<file path="src/rtl/sd_cmd_responder.sv">
// sd_cmd_responder
//   SD-card side CMD line engine. Receives 48-bit host command frames,
//   checks the transmission bit, the end bit and the CRC7, and reports the
//   command. If the user asks for one, it then sends an R1 (48-bit) or
//   R2 (136-bit) response after NCR idle clocks.
//
// Ports
//   sdClk     in   card clock; every state update and sample is on its rising edge
//   sysRstN   in   asynchronous active-low reset (release resynchronised to sdClk)
//   sdCmdIn   in   CMD line as driven by the host
//   sdCmdOut  out  response bit driven onto CMD
//   sdCmdEn   out  drive enable for sdCmdOut (pad tristate is ~sdCmdEn)
//   cmdIndex  out  index of the last accepted command
//   cmdArg    out  argument of the last accepted command
//   cmdValid  out  one-cycle pulse when a frame passes every check
//   cmdError  out  one-cycle pulse when a frame fails a check
//   rspType   in   00 none, 01 R1, 10 R2, 11 none; sampled during cmdValid
//   rspData   in   R1 status in [31:0]; R2 CID/CSD bits 127:8 in [119:0]
//   busy      out  high whenever the engine is not idle
module sd_cmd_responder #(
  parameter int NCR = 2
) (
  input  logic         sdClk,
  input  logic         sysRstN,
  input  logic         sdCmdIn,
  output logic         sdCmdOut,
  output logic         sdCmdEn,
  output logic [5:0]   cmdIndex,
  output logic [31:0]  cmdArg,
  output logic         cmdValid,
  output logic         cmdError,
  input  logic [1:0]   rspType,
  input  logic [119:0] rspData,
  output logic         busy
);

  typedef enum logic [2:0] {IDLE, RX, CHECK, WAIT, TX} stateT;

  // CHECK already provides one undriven cycle, so WAIT lasts NCR-1 cycles.
  localparam logic [7:0] NCR_LAST = 8'(NCR - 2);
  localparam logic [6:0] CRC_POLY = 7'h09;

  stateT        r_state;
  stateT        w_nextState;
  logic [1:0]   r_rstSync;
  logic         w_rstN;
  logic [7:0]   r_bitCnt;
  logic [46:0]  r_rxShift;
  logic [6:0]   r_crc;
  logic [126:0] r_txShift;
  logic         r_isR2;
  logic [5:0]   r_cmdIndex;
  logic [31:0]  r_cmdArg;
  logic         r_cmdValid;
  logic         r_cmdError;
  logic         r_cmdOut;
  logic         r_cmdEn;
  logic         r_busy;

  logic         w_rxCrcOk;
  logic         w_rspActive;
  logic [7:0]   w_nextBit;
  logic [7:0]   w_dataLast;
  logic [7:0]   w_crcFirst;
  logic [7:0]   w_frameLast;
  logic         w_cmdValidNext;
  logic         w_cmdErrorNext;
  logic         w_loadTx;
  logic         w_txBit;

  // One step of the serial CRC7 (x^7 + x^3 + 1) generator.
  function automatic logic [6:0] crc7Step(input logic [6:0] crc, input logic bitIn);
    logic fb;
    fb = bitIn ^ crc[6];
    return {crc[5:0], 1'b0} ^ (fb ? CRC_POLY : 7'h00);
  endfunction

  // Reset asserts immediately; deassertion is delayed two sdClk edges so
  // that every flop leaves reset on the same clock.
  always_ff @(posedge sdClk or negedge sysRstN) begin
    if (!sysRstN) r_rstSync <= 2'b00;
    else          r_rstSync <= {r_rstSync[0], 1'b1};
  end
  assign w_rstN = r_rstSync[1];

  // r_rxShift holds frame bits 1..47 after the start bit, MSB first:
  // [46] transmission bit, [45:40] index, [39:8] argument, [7:1] CRC, [0] end bit.
  assign w_rxCrcOk   = r_rxShift[46] && r_rxShift[0] && (r_rxShift[7:1] == r_crc);
  assign w_rspActive = (rspType == 2'b01) || (rspType == 2'b10);

  // In TX, r_bitCnt is the index of the bit currently on the line. Bit 0 is
  // the start bit; bits 1..dataLast come from r_txShift, followed by 7 CRC
  // bits and the end bit. R2 leaves its 8-bit header out of the CRC.
  assign w_nextBit   = r_bitCnt + 8'd1;
  assign w_dataLast  = r_isR2 ? 8'd127 : 8'd39;
  assign w_crcFirst  = r_isR2 ? 8'd8   : 8'd1;
  assign w_frameLast = r_isR2 ? 8'd135 : 8'd47;

  always_ff @(posedge sdClk or negedge w_rstN) begin
    if (!w_rstN) r_state <= IDLE;
    else         r_state <= w_nextState;
  end

  always_comb begin
    w_nextState = r_state;
    case (r_state)
      IDLE:  if (!sdCmdIn) w_nextState = RX;
      RX:    if (r_bitCnt == 8'd46) w_nextState = CHECK;
      CHECK: w_nextState = w_rxCrcOk ? WAIT : IDLE;
      WAIT: begin
        // The response type is only looked at in the first WAIT cycle,
        // which is the cycle in which cmdValid is high.
        if (r_bitCnt == 8'd0 && !w_rspActive) w_nextState = IDLE;
        else if (r_bitCnt == NCR_LAST)         w_nextState = TX;
      end
      TX:    if (r_bitCnt == w_frameLast) w_nextState = IDLE;
      default: w_nextState = IDLE;
    endcase
  end

  // Decodes what the registered outputs should show in the next cycle.
  always_comb begin
    w_cmdValidNext = 1'b0;
    w_cmdErrorNext = 1'b0;
    w_loadTx       = 1'b0;
    w_txBit        = 1'b1;
    case (r_state)
      CHECK: begin
        w_cmdValidNext = w_rxCrcOk;
        w_cmdErrorNext = !w_rxCrcOk;
      end
      WAIT: begin
        w_loadTx = (r_bitCnt == 8'd0);
        w_txBit  = 1'b0;
      end
      TX: begin
        if (w_nextBit <= w_dataLast)              w_txBit = r_txShift[126];
        else if (w_nextBit <= w_dataLast + 8'd7)  w_txBit = r_crc[6];
        else                                      w_txBit = 1'b1;
      end
      default: ;
    endcase
  end

  // The bit counter restarts on every state change so each state counts from zero.
  always_ff @(posedge sdClk or negedge w_rstN) begin
    if (!w_rstN) begin
      r_bitCnt <= 8'd0;
    end else if (w_nextState != r_state) begin
      r_bitCnt <= 8'd0;
    end else if (r_state == RX || r_state == WAIT || r_state == TX) begin
      r_bitCnt <= w_nextBit;
    end
  end

  // Receive shifter plus the CRC register, which is shared by both directions.
  always_ff @(posedge sdClk or negedge w_rstN) begin
    if (!w_rstN) begin
      r_rxShift <= '0;
      r_crc     <= 7'd0;
    end else begin
      case (r_state)
        IDLE: begin
          r_rxShift <= '0;
          r_crc     <= 7'd0;
        end
        RX: begin
          r_rxShift <= {r_rxShift[45:0], sdCmdIn};
          if (r_bitCnt <= 8'd38) r_crc <= crc7Step(r_crc, sdCmdIn);
        end
        WAIT: r_crc <= 7'd0;
        TX: begin
          if (w_nextBit <= w_dataLast) begin
            if (w_nextBit >= w_crcFirst) r_crc <= crc7Step(r_crc, r_txShift[126]);
          end else begin
            r_crc <= {r_crc[5:0], 1'b0};
          end
        end
        default: ;
      endcase
    end
  end

  // The response body is loaded once, in the cmdValid cycle, from the bits
  // that follow the start bit. R1 is left-aligned and padded with zeros.
  always_ff @(posedge sdClk or negedge w_rstN) begin
    if (!w_rstN) begin
      r_txShift <= '0;
      r_isR2    <= 1'b0;
    end else if (w_loadTx) begin
      r_isR2 <= (rspType == 2'b10);
      if (rspType == 2'b10) r_txShift <= {1'b0, 6'b111111, rspData};
      else                  r_txShift <= {1'b0, r_cmdIndex, rspData[31:0], 88'd0};
    end else if (r_state == TX && w_nextBit <= w_dataLast) begin
      r_txShift <= {r_txShift[125:0], 1'b0};
    end
  end

  // Registered outputs: the drive enable and line bit come straight from flops.
  always_ff @(posedge sdClk or negedge w_rstN) begin
    if (!w_rstN) begin
      r_cmdIndex <= 6'd0;
      r_cmdArg   <= 32'd0;
      r_cmdValid <= 1'b0;
      r_cmdError <= 1'b0;
      r_cmdOut   <= 1'b1;
      r_cmdEn    <= 1'b0;
      r_busy     <= 1'b0;
    end else begin
      r_cmdValid <= w_cmdValidNext;
      r_cmdError <= w_cmdErrorNext;
      r_cmdEn    <= (w_nextState == TX);
      r_cmdOut   <= (w_nextState == TX) ? w_txBit : 1'b1;
      r_busy     <= (w_nextState != IDLE);
      if (w_cmdValidNext) begin
        r_cmdIndex <= r_rxShift[45:40];
        r_cmdArg   <= r_rxShift[39:8];
      end
    end
  end

  assign sdCmdOut = r_cmdOut;
  assign sdCmdEn  = r_cmdEn;
  assign cmdIndex = r_cmdIndex;
  assign cmdArg   = r_cmdArg;
  assign cmdValid = r_cmdValid;
  assign cmdError = r_cmdError;
  assign busy     = r_busy;

endmodule

</file>
<file path="config.mk">
export PLATFORM = sky130hd
export DESIGN_NAME = sd_cmd_responder
export DESIGN_NICKNAME = d
export VERILOG_FILES = /design/src/rtl/sd_cmd_responder.sv
export SDC_FILE = /design/constraint.sdc
export NUM_CORES = 1
export LEC_CHECK = 0
export CORE_MARGIN = 3
export CORE_UTILIZATION = 51
export CTS_BUF_LIST = sky130_fd_sc_hd__clkbuf_4
export DETAILED_ROUTE_END_ITERATION = 16
export HOLD_SLACK_MARGIN = 0.06
export PLACE_DENSITY = 0.79
export REMOVE_ABC_BUFFERS = 1
export SLEW_MARGIN = 5
export SYNTH_ARGS = -nofsm -noshare
export SYNTH_HDL_FRONTEND = slang
export SYNTH_SLANG_ARGS = --single-unit
</file>
<file path="constraint.sdc">
create_clock -name sdClk -period 7 [get_ports sdClk]
set_input_delay 1.05 -clock sdClk [delete_from_list [all_inputs] [get_ports sdClk]]
set_output_delay 1.05 -clock sdClk [all_outputs]
set_load 0.05 [all_outputs]
</file>
==> results.md, run 1 <==
- Outcome: finished, final reports clean
- Met3 global-route usage: 0.0618
- Worst setup SP type: flop
- Reg2reg end: r_txShift[61]$_DFFE_PN0P_
- Worst Max-Slew Pin Slew: 1.20 ns
- Pin count of the biggest net entering global routing: 97
- Hold Violations, Final: 0
- Placement Setup Slack: 2.73 ns
- Required @ worst endpoint: 7.50 ns
- CTS Hold Bufs: 0
- Gr usage total: 0.217
- Met1 Usage GRT: 0.305
- Worst r2r path cells: 12
- Starting DRT DRC Count: 526
- Standard cell core area: 0.0219 mm2
- Max cap viols: 0
- Post-detailed-route DRC marker count: 0
- Cell area after technology mapping: 0.0114 mm2
- Crit path arrival time: 4.80 ns
- Number of synthesis warnings: 0
- Met2 layer usage reported by global route: 0.328
- Number of max-slew violations in the final report: 0
- Power density over cell area: 205 mW/mm2
- Startpoint of the lowest-slack register-to-register path: r_bitCnt[1]$_DFFE_PN0P_
- Number of buffers added by the clock tree synthesis step: 66
- Number of gates given a new drive strength after cts: 0
- Proportion of layout cells with a drive suffix above 1: 0.0939
- I/O pins: 168
- Die span in y: 155 um
- Wire length per cell after detailed routing: 15.9 um
- Clock-pin slew of the registers on the worst-case setup and hold paths: 0.07 ns
- Top FF cell, synth: dfrtp_1
- Final period demand of the worst path: 4.30 ns
- Number of fill cells: 1855
- Placed cell area: 0.0131 mm2
- Routability congestion estimate: 0.828
- Area taken by flip-flops and latches: 0.00596 mm2
- Number of endpoints failing setup at the final stage: 0
- Setup crit start: r_bitCnt[1]$_DFFE_PN0P_
- Routed vias: 9049
- Post-route standard cell area excluding fillers: 0.0140 mm2
- Number of global-route vias before repair: 8976
- Number of flip-flops and latches in the synthesized netlist: 238
- Endpoint type of the worst setup path: flop
- EDFF count, synth: 0
- Die Width: 155 um
- Port bufs: 167
- Path class of the lowest-slack min-delay path: flop to flop
- Worst clock skew on the final layout: 0.0275 ns
- Nets: 1469
- Fraction of the yosys area taken by sequential cells: 0.523
- Static Leak: 0.00645 uW
- Worst setup path class: flop to flop
- Initial antenna violation count: 2
- Post-synthesis cell type count: 50
- Post-CTS setup-driven buffer insertion count: 0
- Achievable clock frequency: 0.233 GHz
- Crit path max fanout: 71
- Detailed Route WL: 26300 um
- Vias/cell: 5.45
- Final Cycle Share: 0.614
- Num Clock Sinks: 238
- Worst setup endpoint: r_txShift[61]$_DFFE_PN0P_
- Maximum level of the CTS H-tree: 3
- Power, Total: 2860 uW
- Clock tree from TritonCTS: yes
- Area of the die: 0.0241 mm2
- Number of cells produced by synthesis: 1175
- Initial cell density of the core: 0.520
- Top Usage Layer GRT: met2
- Rows: 54
- Post-route worst setup slack: 2.70 ns
- Final std cells w/o fill: 1659
- Placed cell count: 1542
- Clock Tree Root: clkbuf_4
- P&R area growth vs syn: 22.8%
- Peak ir drop on the vdd network: 129 uV
- DPL Wire Length: 16600 um
- Avg Synthesized Cell Area: 9.68 um2
- Number of routed nets with antenna violations: 0
- GRT overflow: 0
- R2R setup slack: 2.70 ns
- Maximum clock insertion buffer count: 3
- RSZ-0062 raised after global routing: false
- DR pass1 iterations: 7
- Fraction of synthesis flops using an asynchronous set or reset pin: 1.00
- Clock latency reported for the late side of the worst-skew pair: 0.64 ns
- Wire length of the first global-routing pass: 43600 um
- Max_slew headroom: 0.201
- Area of the multi-input gates: 0.00504 mm2
==> metal layers <==
layer / vias up / routed length, um
met5: - / 11
met4: 2 / 341
met3: 25 / 1980
li1: 4412 / -
met2: 257 / 12000
met1: 4353 / 11900
==> power by group <==
part	internal [uW]	total, uW	switching [uW]	leakage [uW]
Sequential	1400	1430	24.3	0.00277
Clock	682	1250	571	0.000496
Combinational	97.0	185	88.4	0.00318
==> registers in the layout (all words and copies together) (netlist names) <==
name / cells
r_txShift: 127
r_crc: 7
r_bitCnt: 8
cmdError: 1
busy: 1
cmdArg: 32
r_rxShift: 47
sdCmdEn: 1
r_rstSync: 2
cmdIndex: 6
sdCmdOut: 1
r_isR2: 1
r_state: 3
cmdValid: 1
==> Yosys cell counts (6+ instances only) <==
cell type,count,share of area
a211oi_1,34,0.022
a21oi_1,42,0.018
buf_2,18,0.0079
clkbuf_1,69,0.023
dfrtp_1,237,0.52
ha_1,14,0.015
inv_1,6,0.0020
mux2i_1,131,0.12
nand2_1,231,0.076
nand2b_1,7,0.0038
nand3_1,96,0.042
nor2_1,23,0.0076
nor2b_1,36,0.020
nor3_1,13,0.0057
o21ai_0,145,0.064
xnor2_1,15,0.012
xor2_1,8,0.0062
==> cells in the final DEF, fill, tap and decap left out, types with 5 or more instances in the layout <==
cell type / instances
clkdlybuf4s50_1: 167
nor3_1: 13
nor2b_1: 36
buf_4: 12
xnor2_1: 15
nand2_1: 231
clkinv_1: 10
a21oi_1: 42
o21ai_0: 145
ha_1: 13
nand2b_1: 7
nand3_1: 96
clkbuf_4: 92
a211oi_1: 34
diode_2: 5
xor2_1: 8
inv_1: 6
dfrtp_1: 236
nor2_1: 22
mux2i_1: 131
==> worst min-delay path by stage <==
stage,to,slack [ns],cells past startpoint,from
after floorplan,r_rstSync[1]$_DFF_PN0_,0.33,0,r_rstSync[0]$_DFF_PN0_
after global placement,r_rstSync[1]$_DFF_PN0_,0.33,0,r_rstSync[0]$_DFF_PN0_
after detailed placement,r_rstSync[1]$_DFF_PN0_,0.35,0,r_rstSync[0]$_DFF_PN0_
after CTS,r_rstSync[1]$_DFF_PN0_,0.37,0,r_rstSync[0]$_DFF_PN0_
after global routing,r_rstSync[1]$_DFF_PN0_,0.37,0,r_rstSync[0]$_DFF_PN0_
final,r_rstSync[1]$_DFF_PN0_,0.37,0,r_rstSync[0]$_DFF_PN0_
==> metrics by stage <==
| step | setup TNS (ns) | util | hold slack [ns] |
|---|---|---|---|
| CTS | 0 | 0.638 | 0.373 |
| global placement | 0 | 0.600 | 0.334 |
| global route | 0 | 0.638 | 0.370 |
| finish | 0 | 0.638 | 0.373 |
| floorplan | -36.93 | - | 0.331 |
| detailed placement | 0 | 0.600 | 0.353 |
==> area by class of cell <==
type,count,area share
inverters,6,0.00161
multi-input cells,839,0.361
well taps,280,0.0251
clock inverters,20,0.00967
clock buffers,92,0.0494
flip-flops and latches,238,0.427
diodes,5,0.000895
repair buffers,179,0.126
==> worst max-delay path, cell delays in order (launching register included) <==
cell	delay (ns)
dfrtp_1	0.47
ha_1	0.29
nand3_1	0.19
nor2_1	0.18
xor2_1	0.24
ha_1	0.28
nor2b_1	0.14
mux2i_1	0.25
o32ai_4	0.19
nand2_8	0.43
buf_4	0.97
mux2i_1	0.30
o21ai_0	0.10
==> kinds of logic after synthesis <==
logic type | after synthesis | synth area share
compound gates | 240 | 0.120
xor+xnor | 23 | 0.0177
fa+ha+maj | 14 | 0.0154
buf+inv | 98 | 0.0366
flops | 238 | 0.523
mux | 131 | 0.115
other cells | 1 | 0.000330
simple gates | 430 | 0.171
Note: power is estimated with default switching activity, not from simulation.
==> inputs of run 2 (changes only) <==
--- a/config.mk
+++ b/config.mk
@@ -6,11 +6,11 @@
 export NUM_CORES = 1
 export LEC_CHECK = 0
 export CORE_MARGIN = 3
-export CORE_UTILIZATION = 51
+export CORE_UTILIZATION = 56
 export CTS_BUF_LIST = sky130_fd_sc_hd__clkbuf_4
 export DETAILED_ROUTE_END_ITERATION = 16
 export HOLD_SLACK_MARGIN = 0.06
-export PLACE_DENSITY = 0.79
+export PLACE_DENSITY = 0.82
 export REMOVE_ABC_BUFFERS = 1
 export SLEW_MARGIN = 5
 export SYNTH_ARGS = -nofsm -noshare
==> constraint.sdc (replaced) <==
create_clock -name sdClk -period 4.5 [get_ports sdClk]
set_input_delay 0.675 -clock sdClk [delete_from_list [all_inputs] [get_ports sdClk]]
set_output_delay 0.675 -clock sdClk [all_outputs]
set_load 0.05 [all_outputs]
==> results.md, run 2 (synthesis results as in run 1) <==
- Worst Max-Slew Pin Slew: 0.839 ns (was 1.20 ns)
- Required @ worst endpoint: 5.01 ns (was 7.50 ns)
- Final Cycle Share: 0.818 (was 0.614)
- Worst r2r path cells: 12 (unchanged)
- Startpoint of the lowest-slack register-to-register path: r_bitCnt[1]$_DFFE_PN0P_ (unchanged)
- Die span in y: 149 um (was 155 um)
- Routability congestion estimate: 0.805 (was 0.828)
- Worst setup endpoint: r_txShift[95]$_DFFE_PN0P_ (was r_txShift[61]$_DFFE_PN0P_)
- Number of buffers added by the clock tree synthesis step: 60 (was 66)
- Power, Total: 4390 uW (was 2860 uW)
- I/O pins: 168 (unchanged)
- Vias/cell: 5.45 (about the same)
- Most flop-heavy register: r_txShift (unchanged)
- R2R setup slack: 0.82 ns (was 2.70 ns)
- GRT overflow: 0 (unchanged)
- DR pass1 iterations: 4 (was 7)
- Max cap viols: 0 (unchanged)
- Final period demand of the worst path: 3.68 ns (was 4.30 ns)
- Count of cell instances traversed by the critical path: 12 (unchanged)
- Number of endpoints failing setup at the final stage: 0 (unchanged)
- Die Width: 149 um (was 155 um)
- Number of buffers and inverters on the critical path: 1 (unchanged)
- Starting DRT DRC Count: 598 (was 526)
- Number of gates given a new drive strength after cts: 0 (unchanged)
- Largest register FFs: 127 (unchanged)
- P&R area growth vs syn: 22.7% (was 22.8%)
- Leading cell type in the layout, fill and taps excluded: dfrtp_1 (unchanged)
- Wire length of the first global-routing pass: 42400 um (was 43600 um)
- Proportion of layout cells with a drive suffix above 1: 0.0833 (was 0.0939)
- Leading cell types in the layout, fill and taps excluded: dfrtp_1 (236), nand2_1 (231), clkdlybuf4s50_1 (167) (unchanged)
- Clock tree from TritonCTS: yes (unchanged)
- Port bufs: 167 (unchanged)
- CTS Hold Bufs: 0 (unchanged)
- Clock latency reported for the late side of the worst-skew pair: 0.68 ns (was 0.64 ns)
- Nets: 1463 (was 1469)
- Number of max-slew violations in the final report: 0 (unchanged)
- Clock-pin slew of the registers on the worst-case setup and hold paths: 0.06 ns (was 0.07 ns)
- Initial cell density of the core: 0.577 (was 0.520)
- Path class of the lowest-slack min-delay path: primary input to asynchronous set/reset pin (was flop to flop)
- Clock Tree Root: clkbuf_4 (unchanged)
- Peak per-stage delay on the critical path: 0.56 ns (was 0.97 ns)
- Critical path's top delay family: simple AND/OR/NAND/NOR gates (was buffers and inverters)
- Number of routed nets with antenna violations: 0 (unchanged)
- Worst setup path class: flop to flop (unchanged)
- Max_slew headroom: 0.441 (was 0.201)
- Crit path arrival time: 4.19 ns (was 4.80 ns)
- Outcome: finished, final reports clean (unchanged)
- Maximum level of the CTS H-tree: 2 (was 3)
- Peak ir drop on the vdd network: 214 uV (was 129 uV)
- Routed vias: 8904 (was 9049)
- Standard cell core area: 0.0197 mm2 (was 0.0219 mm2)
- Number of global-route vias before repair: 8632 (was 8976)
- Pin count of the biggest net entering global routing: 141 (was 97)
- DPL Wire Length: 16100 um (was 16600 um)
- Placed cell area: 0.0132 mm2 (was 0.0131 mm2)
- Static Leak: 0.00643 uW (was 0.00645 uW)
- Master of the slowest instance on the critical path: buf_12 (was buf_4)
- RSZ-0062 raised after global routing: false (unchanged)
- Achievable clock frequency: 0.272 GHz (was 0.233 GHz)
- Gr usage total: 0.230 (was 0.217)
- Post-route standard cell area excluding fillers: 0.0140 mm2 (about the same)
- Wire length per cell after detailed routing: 15.7 um (was 15.9 um)
- Worst setup SP type: flop (unchanged)
- Area of the die: 0.0221 mm2 (was 0.0241 mm2)
- Initial antenna violation count: 1 (was 2)
- Post-Route Utilization: 0.708 (was 0.638)
- Worst clock skew on the final layout: 0.0329 ns (was 0.0275 ns)
- Rows: 51 (was 54)
- Crit path max fanout: 93 (was 71)
- Cells traversed along the worst timing path: ha_1 -> nand3_1 -> nor2_1 -> xor2_1 -> ha_1 -> and2_1 -> mux2i_1 -> o32ai_4 -> nand2_8 -> buf_12 -> mux2i_1 -> a21oi_1 (was ha_1 -> nand3_1 -> nor2_1 -> xor2_1 -> ha_1 -> nor2b_1 -> mux2i_1 -> o32ai_4 -> nand2_8 -> buf_4 -> mux2i_1 -> o21ai_0)
- Detailed Route WL: 25600 um (was 26300 um)
- Power density over cell area: 315 mW/mm2 (was 205 mW/mm2)
- Post-CTS setup-driven buffer insertion count: 0 (unchanged)
- Setup crit start: r_bitCnt[1]$_DFFE_PN0P_ (unchanged)
- Endpoint type of the worst setup path: flop (unchanged)
- Hold Violations, Final: 0 (unchanged)
- Number of fill cells: 1462 (was 1855)
- Post-detailed-route DRC marker count: 0 (unchanged)
- Reg2reg end: r_txShift[95]$_DFFE_PN0P_ (was r_txShift[61]$_DFFE_PN0P_)
- Num Clock Sinks: 238 (unchanged)
- Maximum clock insertion buffer count: 3 (unchanged)
run 2: cell types whose count changed in the layout (fill, tap and decap cells not counted), moves of 4 or more:
cell | before | now
inv_2 | 4 | 0
diode_2 | 5 | 1
clkbuf_4 | 92 | 83
buf_12 | 0 | 4
buf_4 | 12 | 8
clkinv_1 | 10 | 20
run 2: worst min-delay path by stage:
stage | startpoint | to | cells after the start
floorplan | r_rstSync[0]$_DFF_PN0_ | r_rstSync[1]$_DFF_PN0_ | 0
global placement | r_rstSync[1]$_DFF_PN0_ | r_bitCnt[5]$_DFFE_PN0P_ | 0
detailed placement | r_rstSync[1]$_DFF_PN0_ | r_txShift[51]$_DFFE_PN0P_ | 0
CTS | sysRstN | r_rstSync[1]$_DFF_PN0_ | 1
global route | sysRstN | r_rstSync[1]$_DFF_PN0_ | 1
finish | sysRstN | r_rstSync[1]$_DFF_PN0_ | 1
run 2: per-stage QoR:
| step | setup slack (ns) | hold slack (ns) | std cells | setup TNS, ns |
|---|---|---|---|---|
| finish | 0.820 | 0.160 | 1635 | 0 |
| global route | 0.499 | 0.112 | 1635 | 0 |
| CTS | 0.816 | 0.100 | 1634 | 0 |
| detailed placement | 0.869 | 0.313 | 1527 | 0 |
| global placement | 0.983 | 0.307 | 1527 | 0 |
| floorplan | -2.62 | 0.331 | 1083 | -857.92 |
run 2: final cells by class:
cell class	instances	area, um2	share of cell area
inverter	6	22.5	0.00161
tap	265	332	0.0237
multi-input combinational	839	5040	0.361
sequential	238	5960	0.427
clock inverter	24	170	0.0122
timing repair buffer	179	1810	0.130
clock buffer	83	623	0.0446
antenna	1	2.50	0.000179
run 2: worst reg2reg max path, cell delays in order (launching register included):
cell     delay (ns)
dfrtp_1        0.46
ha_1           0.28
nand3_1        0.18
nor2_1         0.17
xor2_1         0.25
ha_1           0.28
and2_1         0.17
mux2i_1        0.22
o32ai_4        0.19
nand2_8        0.33
buf_12         0.56
mux2i_1        0.32
a21oi_1        0.09
run 2: report_power, final:
| part | total (uW) | switching, uW | internal [uW] | leakage, uW |
|---|---|---|---|---|
| logic | 298 | 144 | 154 | 0.00320 |
| registers | 2210 | 32.3 | 2180 | 0.00277 |
| clock network | 1880 | 861 | 1020 | 0.000460 |
| total | 4390 | 1040 | 3350 | 0.00643 |
run 2: layer usage:
layer / wire (um) / GRT usage / vias up
li1: - / - / 4403
met1: 11600 / 0.335 / 4216
met2: 11700 / 0.348 / 249
met3: 1970 / 0.0576 / 36
met4: 340 / 0.0587 / 0
met5: 0 / 0 / -
